**src/rtl/phy_pkg.sv**
```systemverilog
// Shared PHY transmit constants: K characters, idle symbol and the
// ordered-set scheduler state encoding.
package phy_pkg;

    localparam logic [7:0] COM_K  = 8'hBC;
    localparam logic [7:0] SKP_K  = 8'h1C;
    localparam logic [7:0] IDLE_D = 8'h00;

    typedef enum logic [1:0] {
        ST_DATA,
        ST_COM,
        ST_SKP
    } skp_state_e;

    function automatic int cnt_w(input int range);
        return (range > 1) ? $clog2(range) : 1;
    endfunction

endpackage

```
**src/rtl/skp_interval_cnt.sv**
```systemverilog
// SKP interval counter with the pending and late-insertion flags.
// Optional macro SKP_FORCE_EN adds force_skp to set pending on demand.
module skp_interval_cnt
    import phy_pkg::*;
#(
    parameter int SKP_INTERVAL = 1180
) (
    input  logic clk,
    input  logic rst,
    input  logic load_com,
`ifdef SKP_FORCE_EN
    input  logic force_skp,
`endif
    output logic pending,
    output logic skp_late
);

    localparam int CW = cnt_w(SKP_INTERVAL);
    localparam logic [CW-1:0] LAST = CW'(SKP_INTERVAL - 1);
    localparam logic [CW-1:0] NEAR = CW'(SKP_INTERVAL - 2);

    logic [CW-1:0] cnt;
    logic          expire;

    // Expiry is the edge on which the counter reaches its last value, so
    // pending rises together with it and a COM can follow on the next edge.
    assign expire = (cnt == NEAR) && !load_com;

    always_ff @(posedge clk or posedge rst) begin
        if (rst) begin
            cnt      <= '0;
            pending  <= 1'b0;
            skp_late <= 1'b0;
        end else begin
            skp_late <= expire && pending;
            if (load_com) begin
                cnt     <= '0;
                pending <= 1'b0;
            end else begin
                // Wrapping keeps counting intervals while a set is held off,
                // so a second missed interval is seen and flagged as late.
                cnt <= (cnt == LAST) ? '0 : cnt + 1'b1;
`ifdef SKP_FORCE_EN
                if (expire || force_skp)
                    pending <= 1'b1;
`else
                if (expire)
                    pending <= 1'b1;
`endif
            end
        end
    end

endmodule

```
**src/rtl/skp_os_scheduler.sv**
```systemverilog
// Inserts COM + SKP ordered sets into the 8b/10b transmit stream.
// Optional macro SKP_FORCE_EN adds the force_skp input.
module skp_os_scheduler
    import phy_pkg::*;
#(
    parameter int SKP_INTERVAL = 1180,
    parameter int SKP_COUNT    = 3
) (
    input  logic       clk,
    input  logic       rst,
    input  logic       data_valid,
    input  logic [7:0] data_in,
    input  logic       data_k_in,
    input  logic       pkt_busy,
`ifdef SKP_FORCE_EN
    input  logic       force_skp,
`endif
    output logic       data_ready,
    output logic [7:0] enc_datain,
    output logic       enc_D_K_IN,
    output logic       skp_active,
    output logic       skp_late
);

    localparam int IW = cnt_w(SKP_COUNT);
    localparam logic [IW-1:0] IDX_LAST = IW'(SKP_COUNT - 1);

    skp_state_e    state;
    logic [IW-1:0] idx;
    logic          pending;
    logic          load_com;

    assign load_com   = (state == ST_DATA) && pending && !pkt_busy;
    assign data_ready = (state == ST_DATA) && !(pending && !pkt_busy);

    skp_interval_cnt #(
        .SKP_INTERVAL(SKP_INTERVAL)
    ) u_cnt (
        .clk      (clk),
        .rst      (rst),
        .load_com (load_com),
`ifdef SKP_FORCE_EN
        .force_skp(force_skp),
`endif
        .pending  (pending),
        .skp_late (skp_late)
    );

    always_ff @(posedge clk or posedge rst) begin
        if (rst) begin
            state      <= ST_DATA;
            idx        <= '0;
            enc_datain <= IDLE_D;
            enc_D_K_IN <= 1'b0;
            skp_active <= 1'b0;
        end else begin
            unique case (state)
                ST_DATA: begin
                    if (load_com) begin
                        enc_datain <= COM_K;
                        enc_D_K_IN <= 1'b1;
                        skp_active <= 1'b1;
                        state      <= ST_COM;
                    end else if (data_valid) begin
                        enc_datain <= data_in;
                        enc_D_K_IN <= data_k_in;
                        skp_active <= 1'b0;
                    end else begin
                        enc_datain <= IDLE_D;
                        enc_D_K_IN <= 1'b0;
                        skp_active <= 1'b0;
                    end
                end
                // The COM state issues SKP 0; SKP state issues 1..SKP_COUNT-1.
                ST_COM: begin
                    enc_datain <= SKP_K;
                    enc_D_K_IN <= 1'b1;
                    skp_active <= 1'b1;
                    if (SKP_COUNT == 1) begin
                        state <= ST_DATA;
                    end else begin
                        state <= ST_SKP;
                        idx   <= IW'(1);
                    end
                end
                ST_SKP: begin
                    enc_datain <= SKP_K;
                    enc_D_K_IN <= 1'b1;
                    skp_active <= 1'b1;
                    if (idx == IDX_LAST) begin
                        state <= ST_DATA;
                        idx   <= '0;
                    end else begin
                        idx <= idx + 1'b1;
                    end
                end
                default: begin
                    state <= ST_DATA;
                    idx   <= '0;
                end
            endcase
        end
    end

endmodule
```
**config.mk**
```make
export PLATFORM = sky130hd
export DESIGN_NAME = skp_os_scheduler
export DESIGN_NICKNAME = d
export VERILOG_FILES = /design/src/rtl/phy_pkg.sv /design/src/rtl/skp_interval_cnt.sv /design/src/rtl/skp_os_scheduler.sv
export SDC_FILE = /design/constraint.sdc
export NUM_CORES = 1
export LEC_CHECK = 0
export CAP_MARGIN = 10
export CORE_MARGIN = 2
export CORE_UTILIZATION = 54
export DETAILED_ROUTE_END_ITERATION = 7
export PLACE_DENSITY_LB_ADDON = 0.08
export REMOVE_ABC_BUFFERS = 1
export SLEW_MARGIN = 10
export SYNTH_ARGS = -nofsm -noshare
export SYNTH_HDL_FRONTEND = slang
export SYNTH_SLANG_ARGS = --single-unit
```
**constraint.sdc**
```tcl
create_clock -name clk -period 3.9 [get_ports clk]
set_input_delay 0.78 -clock clk [delete_from_list [all_inputs] [get_ports clk]]
set_output_delay 0.78 -clock clk [all_outputs]
set_load 0.005 [all_outputs]
```
After elaboration in Yosys (flattened, before gate mapping)
Index checks and enable logic that the tools add are counted.
- muxes and demuxes: 17
- reduce and logical (&&, ||, !) cells: 14
- shift operators: 0
- magnitude comparators: 0
- bitwise logic cells: 0
- equal/unequal tests: 7
- $add $sub $neg: 2
- div/mod/pow operators: 0
- multipliers: 0
- operators by type and width (kind ; number):
    $eq 11x11->1 const B ; 2
    $mux 11 ; 2
    $mux 8 ; 2
    $pmux 8 s2 ; 1
    $pmux 2 s3 ; 2
    $add 11x1->11 const B ; 1
    $logic_and 1x1->1 ; 6
    $mux 2 ; 3
    $mux 1 ; 5
    $eq 2x2->1 const B ; 2
    $pmux 1 s2 ; 2
    $reduce_bool 2->1 ; 2
    $logic_not 1->1 ; 3
    $add 2x1->2 const B ; 1
    $eq 2x1->1 const B ; 1
    $logic_not 2->1 ; 1
    $ne 2x1->1 const B ; 1
    $ne 2x2->1 const B ; 1
    $reduce_and 2->1 ; 1
    $reduce_or 2->1 ; 1
- bits in read-only memories: 0
- bits in registers: 27
- memory bits (writable): 0
- output and inout port bits: 12
- bits in latches: 0
- memories kept: 0
- bits of input ports: 13
- logic and storage cells: 48

Logic depth before layout (Yosys ltp)
Gate-level depths: netlist of the first run.
- depth after elaboration: 7
- depth in mapped cells: 6
- mapped depth without buffers: 5

Hierarchy
From an unflattened synthesis of the first run, not the netlist that was laid out.
- cell total of the unflattened synthesis: 119
- area, all modules: 1326.3 µm²
- modules (own cells, without submodules) (module ; sequential area each (µm²) ; instances ; area an instance (µm²) ; cells each):
    skp_os_scheduler ; 350.3 ; 1 ; 695.7 ; 58
    skp_interval_cnt ; 325.3 ; 1 ; 630.6 ; 61

Worst setup path after synthesis of the first run
Ideal clock, no wire load.
- path kind: input port to output port
- start: input port pkt_busy
- end: output port data_ready
- data required time: 3120 ps
- buffers on the path: 0
- stages on the path: 2
- path slack: 2054 ps
- arrival time: 1066 ps
- path through: nand2b_1 and2_1
- word-level cells in the longest chain between the ends: 4
- RTL lines (what ; line ; source):
    start, declared ; skp_os_scheduler.sv:14 ; input logic pkt_busy,
    $logic_not 1->1 ; skp_os_scheduler.sv:34 ; assign data_ready = (state == ST_DATA) && !(pending && !pkt_busy);
    $logic_and 1x1->1 ; skp_os_scheduler.sv:34 ;
    $logic_not 1->1 ; skp_os_scheduler.sv:34 ;
    $logic_and 1x1->1 ; skp_os_scheduler.sv:34 ;
    end, declared ; skp_os_scheduler.sv:18 ; output logic data_ready,
No other way between the ends.

Worst setup path after layout of the first run
Same ends and word-level chain as after synthesis.

==> flow_summary.rst, run 1 <==
.. list-table::
   :header-rows: 1

   * - Metric
     - Value
   * - Number of slew-limit violations in the final report
     - 0
   * - Buffer cell driving the clock tree root
     - clkbuf_4
   * - H-Tree Depth
     - 1
   * - Chip width
     - about 54 um
   * - Number of setup violations in the final report
     - 0
   * - Setup TNS
     - 0 ns
   * - Ys Warns
     - 0
   * - Share of the clock period used by the worst path after layout
     - 0.7107
   * - IO Count
     - 25
   * - Cts-stage hold buffer count
     - 0
   * - Data required time of the critical path
     - 3.12 ns
   * - Routed length per instance
     - ~15 um
   * - Ratio of cells with drive above 1 in the final layout
     - 0.06944
   * - Number of resized instances in the post-cts repair step
     - 0
   * - Antenna diode count
     - 0
   * - Post-synth top area share
     - 0.5094
   * - RSZ-0062 raised after global routing
     - no
   * - Clock slew at the register clock pins of the worst setup and hold paths
     - 0.13 ns
   * - Critical path data arrival time
     - approximately 2.0 ns
   * - Largest net degree at the start of global routing
     - 28
   * - Number of antenna violations at the first check in global routing
     - 0
   * - Leak Pwr
     - roughly 0.00070 uW
   * - Peak supply drop
     - between 500 and 600 uV
   * - Via count of the first global-routing pass
     - between 1k and 1.5k
   * - Final clock skew
     - 0.006018 ns
   * - Internal power
     - 615.8 uW
   * - Drt via density
     - a little under 6
   * - Share of power burned in combinational logic
     - 0.394
   * - Max-cap violations
     - 0
   * - Clock tree from TritonCTS
     - done
   * - Fraction of power spent switching nets
     - 0.3567
   * - Critical setup path kind
     - in2out
   * - Synth-to-layout area growth
     - 21.51%
   * - Overall overflow remaining after global route
     - 0
   * - Net count of the finished layout
     - roughly 170
   * - Initial cell density of the core
     - 0.5827
   * - Total routed wirelength
     - approximately 2500 um
   * - Routability congestion estimate
     - between 0.7 and 0.8
   * - Switching component of the power
     - 341.4 uW
   * - Critical-path maximum fanout
     - 3
   * - Power density relative to cell area
     - 593.9 mW/mm2
   * - Number of rows in the core area
     - 17
   * - Status
     - finished clean
   * - Post-Synthesis Mean Instance Area
     - 11.05 um2
   * - Area leader, netlist
     - dfrtp_1
   * - Register area share after synthesis
     - 0.5094
   * - Number of clock buffers inserted by TritonCTS
     - 3
   * - Total Routing Usage GR
     - 0.2199
   * - Area of the die
     - 0.002869 mm2
   * - Class of the most critical hold timing path
     - reg2reg
   * - Worst-Margin Slew
     - between 0.9 and 1 ns
   * - Post-layout min period
     - around 2.8 ns
   * - Synth Register Bits
     - 27
   * - Buffer depth of the longest clock path
     - 2
   * - Post-detailed-route DRC marker count
     - 0
   * - Final Hold Viols
     - 0
   * - Core area
     - about 0.0023 mm2
   * - I/O Buffers
     - 24
   * - Ranking of synthesized cells by area
     - dfrtp_1 (51%), ha_1 (6.6%), a221o_1 (3.0%)
   * - Most frequently used cell type in the post-synthesis netlist
     - dfrtp_1
   * - Relative contribution of the clock network to total power
     - 0.123
   * - Mapped cell area
     - about 0.0013 mm2
   * - Headroom to the max-slew limit
     - 0.3441
   * - Fraction of power consumed by sequential logic
     - 0.482
   * - Antenna-violating nets left
     - 0
   * - Detailed-route via count
     - roughly 1.0k
   * - Number of flops mapped to enable cells by yosys
     - 0
   * - Detailed placement HPWL
     - roughly 1900 um
   * - Post-CTS setup-driven buffer insertion count
     - 0
   * - Achievable clock frequency
     - about 0.36 GHz
   * - Number of different library cells in the post-synthesis netlist
     - 40
   * - Category of the worst setup path launch point
     - primary input
   * - Final standard cell utilization of the core
     - 0.7081
   * - Insertion delay of the later-clocked pin in the worst-skew pair
     - 0.32 ns
   * - Critical Path End Type
     - primary output
   * - First-pass GRT wire length
     - between 4000 and 5000 um
   * - Cells after synthesis
     - 120
   * - Number of iterations in the first detailed-routing pass
     - 4
   * - Proportion of register bits with asynchronous set or reset after synthesis
     - 1.000
   * - Floorplan die height
     - 53.56 um
   * - Post-synth top flop
     - dfrtp_1
   * - Synth cell count leaders
     - dfrtp_1 (27), ha_1 (7), inv_1 (7), o21ai_0 (7), nor3_1 (6)
   * - TritonCTS sink count
     - 27
   * - Starting DRC count in detailed routing
     - 16
-- path summary, 6_finish.rpt --
check,start,endpoint,slack [ns],depth (start not counted)
setup / recovery,pkt_busy,data_ready,1.13,4
hold / removal,skp_active,skp_active,0.50,1
setup reg to reg,state[0],enc_datain[7],2.08,5
hold reg to reg,skp_active,skp_active,0.50,1
max in group asynchronous,rst,u_cnt.cnt[6],2.32,2
min in group asynchronous,rst,idx[0],0.98,2
-- power groups by stage --
stage	clock, uW	sequential [uW]	combinational (uW)
floorplan	0	453	231
detailed placement	0	466	380
CTS	124	461	383
global placement	0	462	367
global route	136	476	429
finish	118	462	377
-- per-layer routing --
| metal | vias up | GRT usage | part of all wire |
|---|---|---|---|
| met5 | - | 0 | 0 |
| met4 | 0 | 0.08547 | 0.015 |
| met3 | 5 | 0.03889 | 0.042 |
| met2 | 19 | 0.3889 | 0.51 |
| met1 | 489 | 0.2655 | 0.44 |
| li1 | 495 | - | - |
-- cells by family (layout without fill, tap and decap cells) --
| logic type | count (synthesis) | after routing | share of synthesized area |
|---|---|---|---|
| buffers and inverters | 11 | 35 | 0.03207 |
| DFF | 27 | 27 | 0.5094 |
| muxes | 1 | 1 | 0.008490 |
| adders and majority gates | 7 | 7 | 0.06603 |
| xor gates and xnor gates | 3 | 3 | 0.01981 |
| and+or+nand+nor | 39 | 39 | 0.1906 |
| AOI/OAI and AO/OA | 32 | 32 | 0.1736 |
-- placed cells by master (no fill, tap or decap), types with 2 or more instances in the layout --
master,n
a21oi_1,5
clkbuf_4,3
or3_2,2
xor2_1,2
nand2_1,5
a22o_1,3
a211oi_1,4
dfrtp_1,27
nor3_1,6
inv_1,7
a221o_1,4
nand2b_1,2
clkdlybuf4s50_1,24
nand4_1,2
nand3_1,5
ha_1,7
o31ai_1,3
or3_1,3
nor2_1,2
o21ai_0,7
-- worst max-delay path: stages --
cell and delay [ns]:
clkdlybuf4s50_1 0.48, nand2b_1 0.12, and2_1 0.12, clkdlybuf4s50_1 0.49
-- per-stage QoR --
step | worst slack [ns] | cell area, um2 | std cells | power (uW) | hold WS, ns
floorplan | 2.054 | 1310 | 116 | 683.7 | 0.4752
global placement | 1.130 | 1585 | 168 | 828.7 | 0.4633
detailed placement | 1.124 | 1585 | 168 | 846.2 | 0.4683
CTS | 1.121 | 1612 | 172 | 967.5 | 0.4991
global route | 1.065 | 1612 | 172 | 1042 | 0.5401
finish | 1.128 | 1612 | 172 | 957.2 | 0.4950
-- flip-flops by register name, indices dropped and copies added, names as in the netlist --
register        flops
enc_datain          8
u_cnt.pending       1
enc_D_K_IN          1
idx                 2
u_cnt.cnt          11
skp_active          1
state               2
u_cnt.skp_late      1
-- cell type report --
class,instances,area [um2]
clock buffers,4,26.28
flip-flops and latches,27,675.6
multi-input cells,82,608.1
repair buffers,24,240.2
fillers,180,664.4
well taps,28,35.03
inverters,7,26.28
Power figures use the tool's default switching activity.
==> inputs of run 2 (changes only) <==
--- a/config.mk
+++ b/config.mk
@@ -6,8 +6,9 @@
 export NUM_CORES = 1
 export LEC_CHECK = 0
 export CAP_MARGIN = 10
+export CORE_ASPECT_RATIO = 2
 export CORE_MARGIN = 2
-export CORE_UTILIZATION = 54
+export CORE_UTILIZATION = 51
 export DETAILED_ROUTE_END_ITERATION = 7
 export PLACE_DENSITY_LB_ADDON = 0.08
 export REMOVE_ABC_BUFFERS = 1
==> constraint.sdc (replaced) <==
create_clock -name clk -period 2.8 [get_ports clk]
set_input_delay 0.56 -clock clk [delete_from_list [all_inputs] [get_ports clk]]
set_output_delay 0.56 -clock clk [all_outputs]
set_load 0.005 [all_outputs]
==> run 2 against run 1 <==
Effect of this change: combinational power up 42%; via count up 1.5%; clock skew shrank 0.0020 ns; first-iteration DRC count fell by 38%; wire length rose by 9.1%; flip-flop and latch count unchanged; clock power rose by 87%; design area grew 1.6%; highest routed layer unchanged.
==> flow_summary.rst, run 2 (synthesis gave the netlist of run 1 again) <==
.. list-table::
   :header-rows: 1

   * - Metric
     - Value
   * - Share of the clock period used by the worst path after layout
     - 0.8390
   * - Buffer cell driving the clock tree root
     - clkbuf_8
   * - Beginning of the worst hold path
     - enc_datain[5]
   * - Net count of the finished layout
     - 166 (+0.61%)
   * - Detailed-route via count
     - 1023 (+1.5%)
   * - Status
     - finished clean
   * - Number of clock buffers inserted by TritonCTS
     - 3 (unchanged)
   * - Reg-to-reg startpoint
     - state[0]
   * - I/O Buffers
     - 24 (unchanged)
   * - Data required time of the critical path
     - 2.24 ns (-0.88 ns)
   * - First-pass GRT wire length
     - 4540 um (+1.7%)
   * - Post-layout min period
     - ~2.3 ns
   * - Routed length per instance
     - 16.02 um (+8.5%)
   * - Relative contribution of the clock network to total power
     - 0.157 (+0.034)
   * - Headroom to the max-slew limit
     - 0.6142 (+0.2701)
   * - Largest net degree at the start of global routing
     - 28 (unchanged)
   * - Clock slew at the register clock pins of the worst setup and hold paths
     - 0.09 ns (-0.04 ns)
   * - Most common cell after layout, fill and taps aside
     - dfrtp_1
   * - Fraction of power spent switching nets
     - 0.3539 (-0.002731)
   * - Detailed placement HPWL
     - 2063 um (+8.1%)
   * - Number of rows in the core area
     - 26 (+9)
   * - Post-CTS setup-driven buffer insertion count
     - 0 (unchanged)
   * - Power density relative to cell area
     - 856.2 mW/mm2 (+44%)
   * - Share of power burned in combinational logic
     - 0.381 (-0.013)
   * - Cts-stage hold buffer count
     - 0 (unchanged)
   * - Internal power
     - 906.0 uW (+47%)
   * - Clock tree from TritonCTS
     - done
   * - Hold worst-path end
     - enc_datain[5]
   * - Top register by number of flip-flops
     - u_cnt.cnt
   * - Overall overflow remaining after global route
     - 0 (unchanged)
   * - Ratio of cells with drive above 1 in the final layout
     - 0.07586 (+0.006418)
   * - Antenna-violating nets left
     - 0 (unchanged)
   * - Leak Pwr
     - 0.0007077 uW (+1.8%)
   * - Family with the most delay on the worst path
     - buffers and inverters
   * - Achievable clock frequency
     - 0.4257 GHz
   * - Area of the die
     - 0.003049 mm2 (+6.3%)
   * - CP cell instances
     - clkdlybuf4s50_1 -> nand2b_1 -> and2_1 -> clkdlybuf4s50_1
   * - Switching component of the power
     - 496.3 uW (+45%)
   * - Floorplan die height
     - 76.12 um (+42%)
   * - Final Hold Viols
     - 0 (unchanged)
   * - Post-detailed-route DRC marker count
     - 0 (unchanged)
   * - Number of slew-limit violations in the final report
     - 0 (unchanged)
   * - Worst-Margin Slew
     - 0.5787 ns (-0.4041 ns)
   * - Via count of the first global-routing pass
     - 1024 (+1.4%)
   * - Total routed wirelength
     - 2771 um (+9.1%)
   * - Number of setup violations in the final report
     - 0 (unchanged)
   * - Slowest-stage cell, CP
     - clkdlybuf4s50_1
   * - Worst hold stages
     - 2 (+1)
   * - Critical-path maximum fanout
     - 3 (unchanged)
   * - Initial cell density of the core
     - 0.5295 (-0.05327)
   * - Most frequent cells in the layout
     - dfrtp_1 (27), clkdlybuf4s50_1 (24), inv_1 (7), o21ai_0 (7), ha_1 (7)
   * - Synth-to-layout area growth
     - 23.49%
   * - Antenna diode count
     - 0 (unchanged)
   * - Number of flip-flops in the largest register
     - 11 (unchanged)
   * - Core area
     - 0.002505 mm2 (+10%)
   * - Chip width
     - 40.06 um (-25%)
   * - Routability congestion estimate
     - 0.7259 (-8.1%)
   * - Final standard cell utilization of the core
     - 0.6538 (-0.05423)
   * - RSZ-0062 raised after global routing
     - no
   * - Drt via density
     - 5.913 (+0.90%)
   * - Critical setup path kind
     - in2out
   * - Class of the most critical hold timing path
     - reg2reg
   * - Starting DRC count in detailed routing
     - 10 (-6)
   * - Combined buffer and inverter count along the critical path
     - 2 (unchanged)
   * - Number of iterations in the first detailed-routing pass
     - 6 (+2)
   * - Setup TNS
     - 0 ns (unchanged)
   * - Worst path most repeated cell
     - clkdlybuf4s50_1
   * - Critical Path End Type
     - primary output
   * - Critical path data arrival time
     - 1.79 ns (-0.20 ns)
   * - Category of the worst setup path launch point
     - primary input
   * - Max-cap violations
     - 0 (unchanged)
   * - Peak supply drop
     - 490.4 uV (-4.1%)
   * - Number of resized instances in the post-cts repair step
     - 0 (unchanged)
   * - Buffer depth of the longest clock path
     - 2 (unchanged)
   * - H-Tree Depth
     - 1 (unchanged)
   * - Largest registers
     - u_cnt.cnt x11, enc_datain x8
   * - Worst r2r dst
     - enc_datain[5]
   * - IO Count
     - 25 (unchanged)
   * - Insertion delay of the later-clocked pin in the worst-skew pair
     - 0.27 ns (-0.05 ns)
   * - Fraction of power consumed by sequential logic
     - 0.462 (-0.020)
   * - TritonCTS sink count
     - 27 (unchanged)
   * - Reg2Reg Depth
     - 5 (unchanged)
   * - Final clock skew
     - 0.003977 ns (-0.002041 ns)
   * - Number of antenna violations at the first check in global routing
     - 0 (unchanged)
   * - Flop2flop setup slack
     - 1.03 ns (-1.05 ns)
   * - Total Routing Usage GR
     - 0.2073 (-0.01261)
   * - Delay contributed by the slowest stage of the critical path
     - 0.49 ns (about the same)
run 2: cell count changes in the layout (fill, tap and decap cells not counted), sizes merged:
cell  change
buf       +1
run 2: worst reg2reg max path, delay by kind of cell, from the launching register on:
family | cells | cell delay, ns
AND/OR/NAND/NOR | 1 | 0.57
AO/OA/AOI/OAI | 2 | 0.30
adder cells (fa/ha/maj) | 1 | 0.27
buffers and inverters | 1 | 0.11
flip-flops | 1 | 0.42
run 2: routing by layer:
metal  global-route usage  vias up  part of all wire
met3              0.02041        2             0.034
met1               0.2266      509              0.38
met2               0.3677       19              0.58
met4              0.08276        0            0.0090
met5                    0        -                 0
li1                     -      493                 -
run 2: power by group through the flow:
| stage | clock network, uW | registers, uW | logic [uW] |
|---|---|---|---|
| CTS | 223 | 648 | 541 |
| detailed placement | 0 | 655 | 537 |
| global route | 239 | 668 | 590 |
| global placement | 0 | 645 | 521 |
| finish | 221 | 647 | 534 |
| floorplan | 0 | 631 | 321 |
run 2: worst max-delay path by stage:
stage            startpoint       endpoint  slack (ns)  depth (start not counted)
5_1_grt            pkt_busy     data_ready        0.40                          4
6_report           pkt_busy     data_ready        0.45                          4
4_1_cts            pkt_busy     data_ready        0.45                          4
3_3_place_gp       pkt_busy     data_ready        0.48                          4
2_1_floorplan  u_cnt.cnt[0]  u_cnt.cnt[10]        1.28                          4
3_5_place_dp       pkt_busy     data_ready        0.45                          4
run 2: per-stage QoR:
step	area (um2)	setup WS [ns]	total power, uW	std cells	hold WS (ns)
final	1638	0.4509	1402	173	0.5002
after detailed placement	1593	0.4503	1191	169	0.4771
after floorplan	1310	1.281	952.3	116	0.4752
after CTS	1638	0.4478	1411	173	0.4988
after global routing	1638	0.4025	1497	173	0.5329
after global placement	1593	0.4834	1166	169	0.4647
run 2: area by class of cell:
| class | instances | area, um2 |
|---|---|---|
| clock buffer | 4 | 45.04 |
| inverter | 7 | 26.28 |
| sequential | 27 | 675.6 |
| multi-input combinational | 82 | 608.1 |
| timing repair buffer | 25 | 247.7 |
| fill | 206 | 867.1 |
| tap | 28 | 35.03 |
